$ cat src/rtl/keccak_padder_pkg.sv
// Shared constants for the SHA-3 absorb padder: block geometry, FSM codes, pad bytes.
// Latency: n/a (package).
// Backpressure: n/a (package).
package keccak_padder_pkg;

   localparam int RATE_BITS       = 576;
   localparam int WORD_BITS       = 32;
   localparam int WORDS_PER_BLOCK = RATE_BITS / WORD_BITS;
   localparam int CNT_BITS        = 5;

   // Index of the last word slot in a rate block
   localparam logic [CNT_BITS-1:0] LAST_WORD_IDX = CNT_BITS'(WORDS_PER_BLOCK - 1);

   // FSM state codes
   localparam logic [1:0] FILL = 2'd0;
   localparam logic [1:0] PAD  = 2'd1;
   localparam logic [1:0] FULL = 2'd2;
   localparam logic [1:0] DONE = 2'd3;

   // pad10*1 delimiter bytes: leading 1 after the message, trailing 1 at block end
   localparam logic [7:0] PAD_FIRST = 8'h01;
   localparam logic [7:0] PAD_LAST  = 8'h80;

endpackage

$ cat src/rtl/keccak_word_pad.sv
// Applies pad10*1 to the final message word; adds the closing bit if it fills the block.
// Latency: combinational.
// Backpressure: none (pure function of its inputs).
module keccak_word_pad
   import keccak_padder_pkg::*;
(
   input  logic [WORD_BITS-1:0] word_i,
   input  logic [1:0]           byte_num_i,
   input  logic                 last_in_block_i,
   output logic [WORD_BITS-1:0] word_o
);

   logic [WORD_BITS-1:0] keep_mask;
   logic [WORD_BITS-1:0] first_bit;

   // Keep the valid leading bytes, place the 0x01 delimiter right after them,
   // and OR in 0x80 when this word also closes the rate block.
   always_comb begin
      keep_mask = '0;
      first_bit = '0;
      case (byte_num_i)
         2'd0: begin keep_mask = 32'h0000_0000; first_bit = {PAD_FIRST, 24'h0}; end
         2'd1: begin keep_mask = 32'hFF00_0000; first_bit = {8'h0, PAD_FIRST, 16'h0}; end
         2'd2: begin keep_mask = 32'hFFFF_0000; first_bit = {16'h0, PAD_FIRST, 8'h0}; end
         default: begin keep_mask = 32'hFFFF_FF00; first_bit = {24'h0, PAD_FIRST}; end
      endcase
      word_o = (word_i & keep_mask) | first_bit;
      if (last_in_block_i) begin
         word_o = word_o | {24'h0, PAD_LAST};
      end
   end

endmodule

$ cat src/rtl/keccak_padder.sv
// Packs 32-bit message words into 576-bit rate blocks and applies pad10*1 padding.
// Latency: word visible in out one cycle after accept; out_ready after the 18th word.
// Backpressure: buffer_full high outside FILL; held words are not queued, source holds them.
module keccak_padder
   import keccak_padder_pkg::*;
(
   input  logic                 clk,
   input  logic                 reset,
   input  logic [WORD_BITS-1:0] in,
   input  logic                 in_ready,
   input  logic                 is_last,
   input  logic [1:0]           byte_num,
   output logic                 buffer_full,
   output logic [RATE_BITS-1:0] out,
   output logic                 out_ready,
   input  logic                 f_ack,
   output logic                 msg_done
);

   logic [1:0]           state_q,     state_d;
   logic [CNT_BITS-1:0]  cnt_q,       cnt_d;
   logic [RATE_BITS-1:0] out_q,       out_d;
   logic                 out_ready_q, out_ready_d;
   logic                 final_q,     final_d;
   logic                 msg_done_q,  msg_done_d;

   logic                 last_slot;
   logic                 shift_en;
   logic [WORD_BITS-1:0] shift_word;
   logic [WORD_BITS-1:0] padded_word;

   assign last_slot   = (cnt_q == LAST_WORD_IDX);
   assign buffer_full = (state_q != FILL);
   assign out         = out_q;
   assign out_ready   = out_ready_q;
   assign msg_done    = msg_done_q;

   keccak_word_pad u_word_pad (
      .word_i          (in),
      .byte_num_i      (byte_num),
      .last_in_block_i (last_slot),
      .word_o          (padded_word)
   );

   // Next-state logic: word selection, slot counter and block handshake.
   always_comb begin
      state_d     = state_q;
      cnt_d       = cnt_q;
      out_ready_d = out_ready_q;
      final_d     = final_q;
      msg_done_d  = msg_done_q;
      shift_en    = 1'b0;
      shift_word  = '0;

      case (state_q)
         FILL: begin
            if (in_ready) begin
               shift_en = 1'b1;
               if (is_last) begin
                  shift_word = padded_word;
                  final_d    = 1'b1;
               end else begin
                  shift_word = in;
               end
               if (last_slot) begin
                  state_d     = FULL;
                  out_ready_d = 1'b1;
                  cnt_d       = '0;
               end else begin
                  cnt_d = cnt_q + 1'b1;
                  if (is_last) begin
                     state_d = PAD;
                  end
               end
            end
         end
         PAD: begin
            shift_en = 1'b1;
            if (last_slot) begin
               shift_word  = {24'h0, PAD_LAST};
               state_d     = FULL;
               out_ready_d = 1'b1;
               cnt_d       = '0;
            end else begin
               cnt_d = cnt_q + 1'b1;
            end
         end
         FULL: begin
            if (f_ack) begin
               out_ready_d = 1'b0;
               if (final_q) begin
                  state_d    = DONE;
                  msg_done_d = 1'b1;
               end else begin
                  state_d = FILL;
               end
            end
         end
         default: begin
            // DONE: ignore everything until reset
         end
      endcase

      out_d = shift_en ? {out_q[RATE_BITS-WORD_BITS-1:0], shift_word} : out_q;
   end

   // State registers with synchronous active-high reset; reset drops any partial block.
   always_ff @(posedge clk) begin
      if (reset) begin
         state_q     <= FILL;
         cnt_q       <= '0;
         out_q       <= '0;
         out_ready_q <= 1'b0;
         final_q     <= 1'b0;
         msg_done_q  <= 1'b0;
      end else begin
         state_q     <= state_d;
         cnt_q       <= cnt_d;
         out_q       <= out_d;
         out_ready_q <= out_ready_d;
         final_q     <= final_d;
         msg_done_q  <= msg_done_d;
      end
   end

endmodule

$ cat config.mk
export PLATFORM = sky130hd
export DESIGN_NAME = keccak_padder
export DESIGN_NICKNAME = d
export VERILOG_FILES = /design/src/rtl/keccak_padder_pkg.sv /design/src/rtl/keccak_word_pad.sv /design/src/rtl/keccak_padder.sv
export SDC_FILE = /design/constraint.sdc
export NUM_CORES = 1
export LEC_CHECK = 0
export CAP_MARGIN = 20
export CORE_AREA = 2 2 237 239
export DETAILED_ROUTE_END_ITERATION = 16
export DIE_AREA = 0 0 239 241
export PLACE_DENSITY_LB_ADDON = 0.15
export SKIP_CTS_REPAIR_TIMING = 1
export SKIP_LAST_GASP = 1
export SYNTH_ARGS = -nofsm -noshare
export SYNTH_HDL_FRONTEND = slang
export SYNTH_SLANG_ARGS = --single-unit
$ cat constraint.sdc
create_clock -name clk -period 5.1 [get_ports clk]
set_input_delay 1.02 -clock clk [delete_from_list [all_inputs] [get_ports clk]]
set_output_delay 1.02 -clock clk [all_outputs]
set_load 0.005 [all_outputs]
# After elaboration in Yosys (flattened, before gate mapping)
# Cells that the tools add are included.
# totals
reg_bits,586
latchBits,0
ram_bits,0
romBits,0
inputBits,39
output_inout_bits,579
wordCells,51
memories,0
# op_classes
addsub,1
multipliers,0
div_mod_pow,0
n_lt_le_gt_ge,0
eq_ne,9
shift,0
mux,23
n_bitwise,2
reduce_logical,10
# ops
cell,n
$pmux 32 s3,1
$pmux 25 s3,1
$mux 32,2
$pmux 32 s2,1
$and 32x32->32,1
$or 32x25->32,1
$mux 8,2
$mux 2,6
$mux 5,2
$pmux 5 s2,1
$reduce_and 3->1,3
$ne 2x2->1 const B,3
$pmux 2 s3,1
$add 5x1->5 const B,1
$eq 5x5->1 const B,1
$reduce_and 5->1,1
$eq 2x1->1 const B,2
$eq 2x2->1 const B,2
$logic_not 2->1,2
$mux 1,4
$reduce_bool 2->1,2
$ne 3x3->1 const B,1
$pmux 1 s3,1
$reduce_bool 3->1,1
other kinds (2),2

# Logic depth before layout (Yosys ltp)
# Gate-level depths: netlist of the first run.
# logic_depth
word_depth,8
mapped_depth,10
mapped_depth_nobuf,6

# By module
# From an unflattened synthesis of the first run, not the netlist that was laid out.
# unflattened
hier_cells,2638
area_unflattened_um2,20826.2
# modules_own_cells
mod,instances,cells_per_inst,area_per_inst_um2,seq_area_each_um2
keccak_padder,1,2601,20581.0,11731.3
keccak_word_pad,1,37,245.2,0.0

# Worst setup path after synthesis of the first run
# OpenSTA, ideal clock, no wires.
# synth_path
path_kind,input-to-reg
start,input port reset
end,register final_q
setup_ns,0.128
arrival_time_ns,1.803
required_time_ns,4.972
setup_slack_ns,3.170
path_stages,4
path_buffers,3
path_cell_list,clkbuf_1 > clkbuf_1 > clkbuf_1 > nor2_1
# synth_lines
item,line_no,source
"start, declared",keccak_padder.sv:8,"input logic reset,"
"end signal, assigned",keccak_padder.sv:121,final_q <= final_d;
"end, declared",keccak_padder.sv:24,"logic final_q, final_d;"
# No word-level cell between the ends.

# Final worst setup path of the first run
# layout_path
start,register state_q[0]
end,output port buffer_full
# layout_via
elab_chain_len,1
# layout_rtl
item,line_no,source
"start, declared",keccak_padder.sv:20,"logic [1:0] state_q, state_d;"
"start signal, assigned",keccak_padder.sv:117,state_q <= state_d;
$reduce_bool 2->1,keccak_padder.sv:33,assign buffer_full = (state_q != FILL);
"end, declared",keccak_padder.sv:13,"output logic buffer_full,"
# No other way between the ends.

==> results of run 1 <==
[cell usage after synthesis, drive strengths merged]
cell / number / area (um^2)
nand2: 1096 / 4120
dfxtp: 586 / 11700
a21oi: 552 / 2770
buf: 98 / 634
clkbuf: 92 / 345
nor2: 37 / 139
a22oi: 28 / 210
ha: 6 / 75.1
inv: 5 / 18.8
o21ai: 5 / 25.0
nor3: 4 / 25.0
a211oi: 3 / 22.5
nand3: 3 / 15.0
nor2b: 3 / 18.8
xor2: 3 / 26.3
a31oi: 2 / 12.5
mux2: 2 / 22.5
nand2b: 2 / 12.5
nand4: 2 / 12.5
a21o: 1 / 7.51
and3b: 1 / 8.76
and4bb: 1 / 12.5
nor3b: 1 / 7.51
o2111ai: 1 / 8.76
o21ba: 1 / 10.0
o21bai: 1 / 7.51
o311a: 1 / 10.0
o311ai: 1 / 8.76
xnor2: 1 / 8.76
[metal layers]
layer,up-vias,routed length [um],global-route usage (%)
met3,118,5960,7.39
li1,9243,-,-
met4,0,2150,8.16
met2,549,36600,41.8
met5,-,0,0
met1,8943,29400,29.0
[power breakdown]
group          total (mW)  switching (mW)  internal [mW]
clock                4.31            1.77           2.54
combinational        2.39            1.89          0.499
sequential           4.76          0.0878           4.67
total                11.5            3.76           7.71
[final cells by class]
type / instances / area, um^2 / area share (%)
timing repair buffer: 642 / 6510 / 22.7
multi-input combinational: 1758 / 7610 / 26.5
clock buffer: 95 / 1790 / 6.26
tap: 704 / 881 / 3.07
inverter: 5 / 18.8 / 0.0654
clock inverter: 12 / 138 / 0.480
sequential: 586 / 11700 / 40.9
[final timing paths]
kind / end / slack (ns) / depth (start not counted)
min: out[554] / 0.45 / 2
min reg2reg: out[554] / 0.45 / 2
max: buffer_full / 2.04 / 4
max reg2reg: out[258] / 2.41 / 7
[registers in the layout (all words and copies together), names as in the netlist]
| name | cells |
|---|---|
| cnt_q | 5 |
| final_q | 1 |
| msg_done | 1 |
| out | 576 |
| out_ready | 1 |
| state_q | 2 |
[critical path, cell delays in order, from the launching register on]
cell and delay (ns):
dfxtp_1 0.39, inv_1 0.09, ha_1 0.36, inv_1 0.10
clkdlybuf4s50_1 0.51
[cell families (layout without fill, tap and decap cells)]
group / after synthesis / count (layout) / synth area share (%)
AO/OA/AOI/OAI: 596 / 596 / 15.2
AND/OR/NAND/NOR: 1150 / 1150 / 21.5
multiplexers: 2 / 2 / 0.111
flip-flops: 586 / 586 / 57.7
XOR/XNOR: 4 / 4 / 0.172
adder cells (fa/ha/maj): 6 / 6 / 0.369
buffers and inverters: 195 / 754 / 4.91
[cell usage in the layout, fill, tap and decap left out, types with 5 or more instances in the layout]
cell / synthesis / layout
nand2_1: 1094 / 1094
clkdlybuf4s50_1: 0 / 616
dfxtp_1: 586 / 586
a21oi_1: 551 / 551
clkbuf_16: 0 / 61
nor2_1: 37 / 37
a22oi_1: 28 / 28
clkbuf_1: 92 / 20
clkbuf_8: 0 / 14
buf_4: 1 / 14
buf_12: 0 / 11
clkinv_2: 0 / 8
ha_1: 6 / 6
o21ai_0: 5 / 5
inv_1: 5 / 5
==> reports/summary.txt, run 1 <==
status -> finished, final reports clean
final net count -> 3,097
Synth cell types -> 35
drt total wl -> 74.1 mm
CTS tree -> done
DRT Pass-1 Iters -> 5
Peak Freq -> 327 MHz
ANT cells -> 0
num rows -> 86
Slew Viols, Final -> 0
Die Height -> 241 um
Peak supply drop -> 351 uV
Final Power -> 11.5 mW
CP startpoint -> state_q[0]
Post-Route Utilization -> 52.3%
I/O pin cnt -> 618
Via Count -> 18,900
final setup TNS -> 0 ns
hold path start -> out[554]
CP required -> 4.08 ns
GPL Wtd Cong -> 0.869
Initial Util -> 37.0%
CP Launch Type -> flop
fin worst setup slack -> 2.04 ns
flops & latches, synth -> 586
clock root buffer -> clkbuf_16
antenna violations before repair -> 0
Final min period -> 3.06 ns
share of the yosys chip area belonging to registers -> 57.7%
Filler cells -> 5,172
share of cells above drive strength 1 -> 3.91%
first-pass GRT wire length -> 109 mm
Leak -> 9.25 nW
final cell count without fillers -> 3,802
crit-path max FO -> 10
Final Skew -> 0.0177 ns
Placed Area -> 0.0268 mm^2
final setup vio count -> 0
Net Count, Synth -> 2,584
vias in the first global route -> 18,000
slew margin rel. -> 25.9%
post-route cell area -> 0.0287 mm^2
placeable core area -> 0.0549 mm^2
Avg WL per Cell -> 19.5 um
HP Class -> reg2reg
Reg clk slew, reported paths -> 0.06 ns
cts bufs inserted -> 59
H-tree depth -> 2
mapped cell area -> 0.0203 mm^2
hold_ws -> 0.450 ns
die area -> 0.0576 mm^2
MaxCap Viol Count -> 0
CP Capture Type -> output port
Final Hold Vio Count -> 0
area grow syn2layout -> 41.1%
unrepaired setup endpoints after global routing -> false
syn_area_per_cell -> 8.01 um^2
pwr dens -> 400 mW/mm^2
# port buffers -> 617
Cells after Synth -> 2,539
Total Routing Usage GR -> 24.4%
Antenna Nets Post-Route -> 0
Placed Cells -> 3,695
YS warnings -> 0
largest net degree at the start of global routing -> 224
transition time of the tightest slew-check pin -> 1.11 ns
Avg Vias per Cell -> 4.96
1st-iter DRT viols -> 1,380
Skew-Pair Late Insertion Delay -> 0.61 ns
Tcrit/Tclk final -> 59.9%
dpl hpwl -> 52.9 mm
Sink Count -> 586
crit path DAT -> 2.04 ns
Clock Path Buffers -> 3
die width -> 239 um
DRC viols -> 0
grt ovf -> 0
Crit Path Class -> reg2out
reg-to-reg critical path startpoint -> state_q[0]
dpl ws -> 1.65 ns
Note: power is estimated with default switching activity, not from simulation.
==> inputs of run 2 (changes only) <==
Clock period 5.1 ns to 2.45 ns, I/O delays scaled along.
==> reports/summary.txt, run 2 (synthesis results as in run 1) <==
dpl ws -> 0.207 ns (was 1.65 ns)
Slew Viols, Final -> 0 (unchanged)
Clock Path Buffers -> 3 (unchanged)
antenna violations before repair -> 0 (unchanged)
max reg flops -> 576 (unchanged)
clock root buffer -> clkbuf_16 (unchanged)
Avg WL per Cell -> 19.4 um (was 19.5 um)
Initial Util -> 37.0% (unchanged)
CTS tree -> done (unchanged)
pwr dens -> 859 mW/mm^2 (was 400 mW/mm^2)
fin worst setup slack -> 0.123 ns (was 2.04 ns)
transition time of the tightest slew-check pin -> 0.782 ns (was 1.11 ns)
slew margin rel. -> 47.9% (was 25.9%)
Reg clk slew, reported paths -> 0.06 ns (about the same)
largest net degree at the start of global routing -> 91 (was 224)
final net count -> 3,142 (was 3,097)
unrepaired setup endpoints after global routing -> false (unchanged)
Sink Count -> 586 (unchanged)
Tcrit/Tclk final -> 95.0%
status -> finished, final reports clean (unchanged)
cts bufs inserted -> 61 (was 59)
Antenna Nets Post-Route -> 0 (unchanged)
grt ovf -> 0 (unchanged)
Final Power -> 25.3 mW (was 11.5 mW)
drt total wl -> 74.7 mm (was 74.1 mm)
die width -> 239 um (unchanged)
dpl hpwl -> 55.1 mm (was 52.9 mm)
final setup vio count -> 0 (unchanged)
DRC viols -> 0 (unchanged)
Placed Area -> 0.0273 mm^2 (was 0.0268 mm^2)
first-pass GRT wire length -> 110 mm (was 109 mm)
Final Hold Vio Count -> 0 (unchanged)
Reg2Reg Depth -> 8 (was 7)
Leak -> 9.62 nW (was 9.25 nW)
share of cells above drive strength 1 -> 5.63% (was 3.91%)
CP Launch Type -> flop (unchanged)
die area -> 0.0576 mm^2 (unchanged)
Comb pwr share -> 23.1% (was 20.9%)
most common cell after layout, fill and taps aside -> nand2_1 (unchanged)
net switching power -> 8.05 mW (was 3.76 mW)
Crit Path Class -> reg2out (unchanged)
most frequent cells in the layout -> 1,094 x nand2_1, 616 x clkdlybuf4s50_1, 584 x dfxtp_1, 551 x a21oi_1, 63 x clkbuf_16 (was 1,094 x nand2_1, 616 x clkdlybuf4s50_1, 586 x dfxtp_1, 551 x a21oi_1, 61 x clkbuf_16)
I/O pin cnt -> 618 (unchanged)
Final min period -> 2.33 ns
Peak supply drop -> 598 uV (was 351 uV)
placeable core area -> 0.0549 mm^2 (unchanged)
num rows -> 86 (unchanged)
Avg Vias per Cell -> 4.99 (was 4.96)
crit path DAT -> 1.84 ns (was 2.04 ns)
Die Height -> 241 um (unchanged)
Via Count -> 19,200 (was 18,900)
HP Class -> in2reg (was reg2reg)
MaxCap Viol Count -> 0 (unchanged)
vias in the first global route -> 18,400 (was 18,000)
ANT cells -> 0 (unchanged)
area grow syn2layout -> 44.7% (was 41.1%)
R2R Setup Slk -> 0.44 ns (was 2.41 ns)
cell internal pwr -> 17.2 mW (was 7.71 mW)
GPL Wtd Cong -> 0.888 (was 0.869)
crit-path max FO -> 10 (unchanged)
clock network fraction of total power -> 37.6% (about the same)
DRT Pass-1 Iters -> 7 (was 5)
Total Routing Usage GR -> 24.7% (was 24.4%)
Skew-Pair Late Insertion Delay -> 0.61 ns (about the same)
CP required -> 1.96 ns (was 4.08 ns)
H-tree depth -> 2 (unchanged)
post-route cell area -> 0.0294 mm^2 (was 0.0287 mm^2)
sequential power share -> 39.2% (was 41.5%)
CP Capture Type -> output port (unchanged)
sw frac -> 31.9% (was 32.8%)
# port buffers -> 617 (unchanged)
Post-Route Utilization -> 53.6% (was 52.3%)
1st-iter DRT viols -> 1,179 (was 1,380)
final setup TNS -> 0 ns (unchanged)
Final Skew -> 0.0123 ns (was 0.0177 ns)
Peak Freq -> 430 MHz
hold depth -> 2 (unchanged)
[run 2: routing by layer]
metal / wire length (um) / vias to the layer above / GRT usage (%) / part of all wire [%]
met5: 0 / - / 0 / 0
met4: 2180 / 0 / 8.30 / 2.9
met3: 6580 / 113 / 7.89 / 8.8
met2: 37100 / 612 / 43.0 / 50
met1: 28900 / 9134 / 28.6 / 39
li1: - / 9330 / - / -
[run 2: final timing paths]
path,from,end
max reg2reg,state_q[1],out[267]
min,reset,out[3]
min reg2reg,out[569],out[569]
max,state_q[0],buffer_full
[run 2: power groups by stage]
stage          clock, mW  sequential, mW  combinational (mW)
6_report            9.51            9.91                5.84
4_1_cts             9.69            9.91                5.82
3_5_place_dp           0            10.1                5.80
3_3_place_gp           0            10.1                5.75
5_1_grt             10.1            9.93                6.32
2_1_floorplan          0            10.1                3.88
[run 2: stage by stage]
step,instances,hold slack [ns]
4_1_cts,3849,0.362
6_report,3849,0.371
3_3_place_gp,3738,0.440
5_1_grt,3849,0.391
2_1_floorplan,2539,0.448
3_5_place_dp,3738,0.446
[run 2: area by class of cell]
type | count | area (um^2)
Fill cell | 5102 | 25500
Sequential cell | 586 | 11700
Multi-Input combinational cell | 1758 | 7630
Timing Repair Buffer | 685 | 7080
Clock buffer | 93 | 1850
Tap cell | 704 | 881
Clock inverter | 18 | 234
Inverter | 5 | 18.8
[run 2: critical path: stages, from the launching register on]
cell	delay, ns
dfxtp_2	0.36
inv_1	0.09
ha_4	0.21
inv_1	0.06
clkdlybuf4s50_1	0.51
==> inputs of run 3 (changes only) <==
Settings changed: CTS_CLUSTER_DIAMETER set to 150, PLACE_DENSITY_LB_ADDON 0.15 to 0.25.
==> reports/summary.txt, run 3 (synthesis results as in run 1) <==
slew margin rel. -> 69.2% (was 47.9%)
cell family with most CP delay -> buffers and inverters (unchanged)
CP startpoint -> state_q[0] (unchanged)
first-pass GRT wire length -> 110 mm (about the same)
Avg WL per Cell -> 19.4 um (about the same)
unrepaired setup endpoints after global routing -> false (unchanged)
most common cell after layout, fill and taps aside -> nand2_1 (unchanged)
Antenna Nets Post-Route -> 0 (unchanged)
HP Class -> in2reg (unchanged)
antenna violations before repair -> 0 (unchanged)
Final Hold Vio Count -> 0 (unchanged)
crit path DAT -> 1.86 ns (was 1.84 ns)
area grow syn2layout -> 45.1% (was 44.7%)
Final Power -> 25.5 mW (was 25.3 mW)
Via Count -> 19,300 (was 19,200)
most frequent cells in the layout -> 1,094 x nand2_1, 616 x clkdlybuf4s50_1, 584 x dfxtp_1, 551 x a21oi_1, 61 x clkbuf_16 (was 1,094 x nand2_1, 616 x clkdlybuf4s50_1, 584 x dfxtp_1, 551 x a21oi_1, 63 x clkbuf_16)
Avg Vias per Cell -> 5.02 (was 4.99)
Crit Path Class -> reg2out (unchanged)
Buf/Inv on CP -> 3 (unchanged)
DRC viols -> 0 (unchanged)
Filler cells -> 5,062 (was 5,102)
Reg clk slew, reported paths -> 0.06 ns (about the same)
global routing usage on met2 -> 41.8% (was 43.0%)
Max stage delay cell, worst path -> clkdlybuf4s50_1 (unchanged)
Initial Util -> 37.0% (unchanged)
# port buffers -> 617 (unchanged)
Total Routing Usage GR -> 24.6% (was 24.7%)
max incr delay on CP -> 0.50 ns (was 0.51 ns)
final cell count without fillers -> 3,856 (was 3,849)
Reg2Reg Depth -> 8 (unchanged)
drt total wl -> 74.7 mm (about the same)
DRT Pass-1 Iters -> 6 (was 7)
clock root buffer -> clkbuf_16 (unchanged)
share of cells above drive strength 1 -> 6.06% (was 5.63%)
Critical Path Stages -> 4 (unchanged)
CP Launch Type -> flop (unchanged)
largest net degree at the start of global routing -> 103 (was 91)
met1 Usage GRT -> 29.5% (was 28.6%)
Clock Path Buffers -> 3 (unchanged)
grt met3 use -> 7.39% (was 7.89%)
Die Height -> 241 um (unchanged)
vias in the first global route -> 18,200 (was 18,400)
Tcrit/Tclk final -> 95.7% (was 95.0%)
transition time of the tightest slew-check pin -> 0.456 ns (was 0.782 ns)
GPL Wtd Cong -> 0.885 (was 0.888)
final net count -> 3,152 (was 3,142)
ANT cells -> 0 (unchanged)
placeable core area -> 0.0549 mm^2 (unchanged)
H-tree depth -> 2 (unchanged)
max reg flops -> 576 (unchanged)
status -> finished, final reports clean (unchanged)
num rows -> 86 (unchanged)
capture point of the worst path -> buffer_full (unchanged)
Skew-Pair Late Insertion Delay -> 0.61 ns (about the same)
Peak Freq -> 426 MHz (was 430 MHz)
dpl hpwl -> 55.1 mm (about the same)
Slew Viols, Final -> 0 (unchanged)
crit-path max FO -> 10 (unchanged)
die width -> 239 um (unchanged)
CP required -> 1.96 ns (about the same)
1st-iter DRT viols -> 1,373 (was 1,179)
R2R Setup Slk -> 0.36 ns (was 0.44 ns)
Peak supply drop -> 652 uV (was 598 uV)
final setup vio count -> 0 (unchanged)
hold depth -> 2 (unchanged)
CTS tree -> done (unchanged)
die area -> 0.0576 mm^2 (unchanged)
grt ovf -> 0 (unchanged)
cts bufs inserted -> 60 (was 61)
Final min period -> 2.35 ns (was 2.33 ns)
FF-to-FF End -> out[526] (was out[267])
MaxCap Viol Count -> 0 (unchanged)
Sink Count -> 586 (unchanged)
Leak -> 9.69 nW (was 9.62 nW)
gr busiest metal -> met2 (unchanged)
Final Skew -> 0.0184 ns (was 0.0123 ns)
crit-path cells -> inv_1 > ha_4 > inv_1 > clkdlybuf4s50_1 (unchanged)
reg-to-reg critical path startpoint -> state_q[1] (unchanged)
I/O pin cnt -> 618 (unchanged)
pwr dens -> 864 mW/mm^2 (was 859 mW/mm^2)
Placed Cells -> 3,749 (was 3,738)
CP Capture Type -> output port (unchanged)
Crit path top cell by count -> inv_1 (unchanged)
run 3: changes by cell type in the layout (fill, tap and decap cells not counted), sizes merged:
cell / delta
buf: +11
bufinv: +2
clkinv: +4
clkinvlp: -2
inv: +3
clkbuf: -11
run 3: area by class of cell:
type                       count  area (um^2)  area share, %
timing repair buffer         696         7160           24.3
sequential                   586        11700           39.8
multi-input combinational   1758         7630           25.9
clock inverter                25          325           1.10
inverter                       5         18.8         0.0636
tap                          704          881           2.99
clock buffer                  82         1750           5.92
run 3: how the worst min path moves through the flow:
stage                   from  slack [ns]       end
floorplan           out[544]        0.45  out[544]
global placement    out[564]        0.44  out[564]
detailed placement  out[572]        0.45  out[572]
CTS                    reset        0.22  out[423]
global route           reset        0.24  out[558]
finish                 reset        0.26  out[423]
run 3: per-stage QoR:
| stage | cell area [um^2] | util (%) | worst slack, ns | hold slack, ns | setup TNS, ns |
|---|---|---|---|---|---|
| after floorplan | 20300 | - | 0.784 | 0.448 | 0 |
| after global placement | 27400 | 49.9 | 0.200 | 0.440 | 0 |
| after detailed placement | 27400 | 49.9 | 0.133 | 0.447 | 0 |
| after CTS | 29500 | 53.7 | -0.159 | 0.219 | -0.159 |
| after global routing | 29500 | 53.7 | 0.0372 | 0.243 | 0 |
| final | 29500 | 53.7 | 0.105 | 0.260 | 0 |
run 3: where the power goes:
part / internal [mW] / switching (mW) / leakage, nW
Clock: 5.70 / 3.86 / 1.03
Combinational: 1.92 / 4.10 / 3.93
Sequential: 9.72 / 0.184 / 4.72
Total: 17.3 / 8.14 / 9.69
run 3: per-layer routing:
layer | vias to the layer above | share of wire, % | wire length, um
met2 | 678 | 48 | 36000
li1 | 9346 | - | -
met5 | - | 0 | 0
met4 | 0 | 3.4 | 2560
met3 | 132 | 8.5 | 6350
met1 | 9185 | 40 | 29900
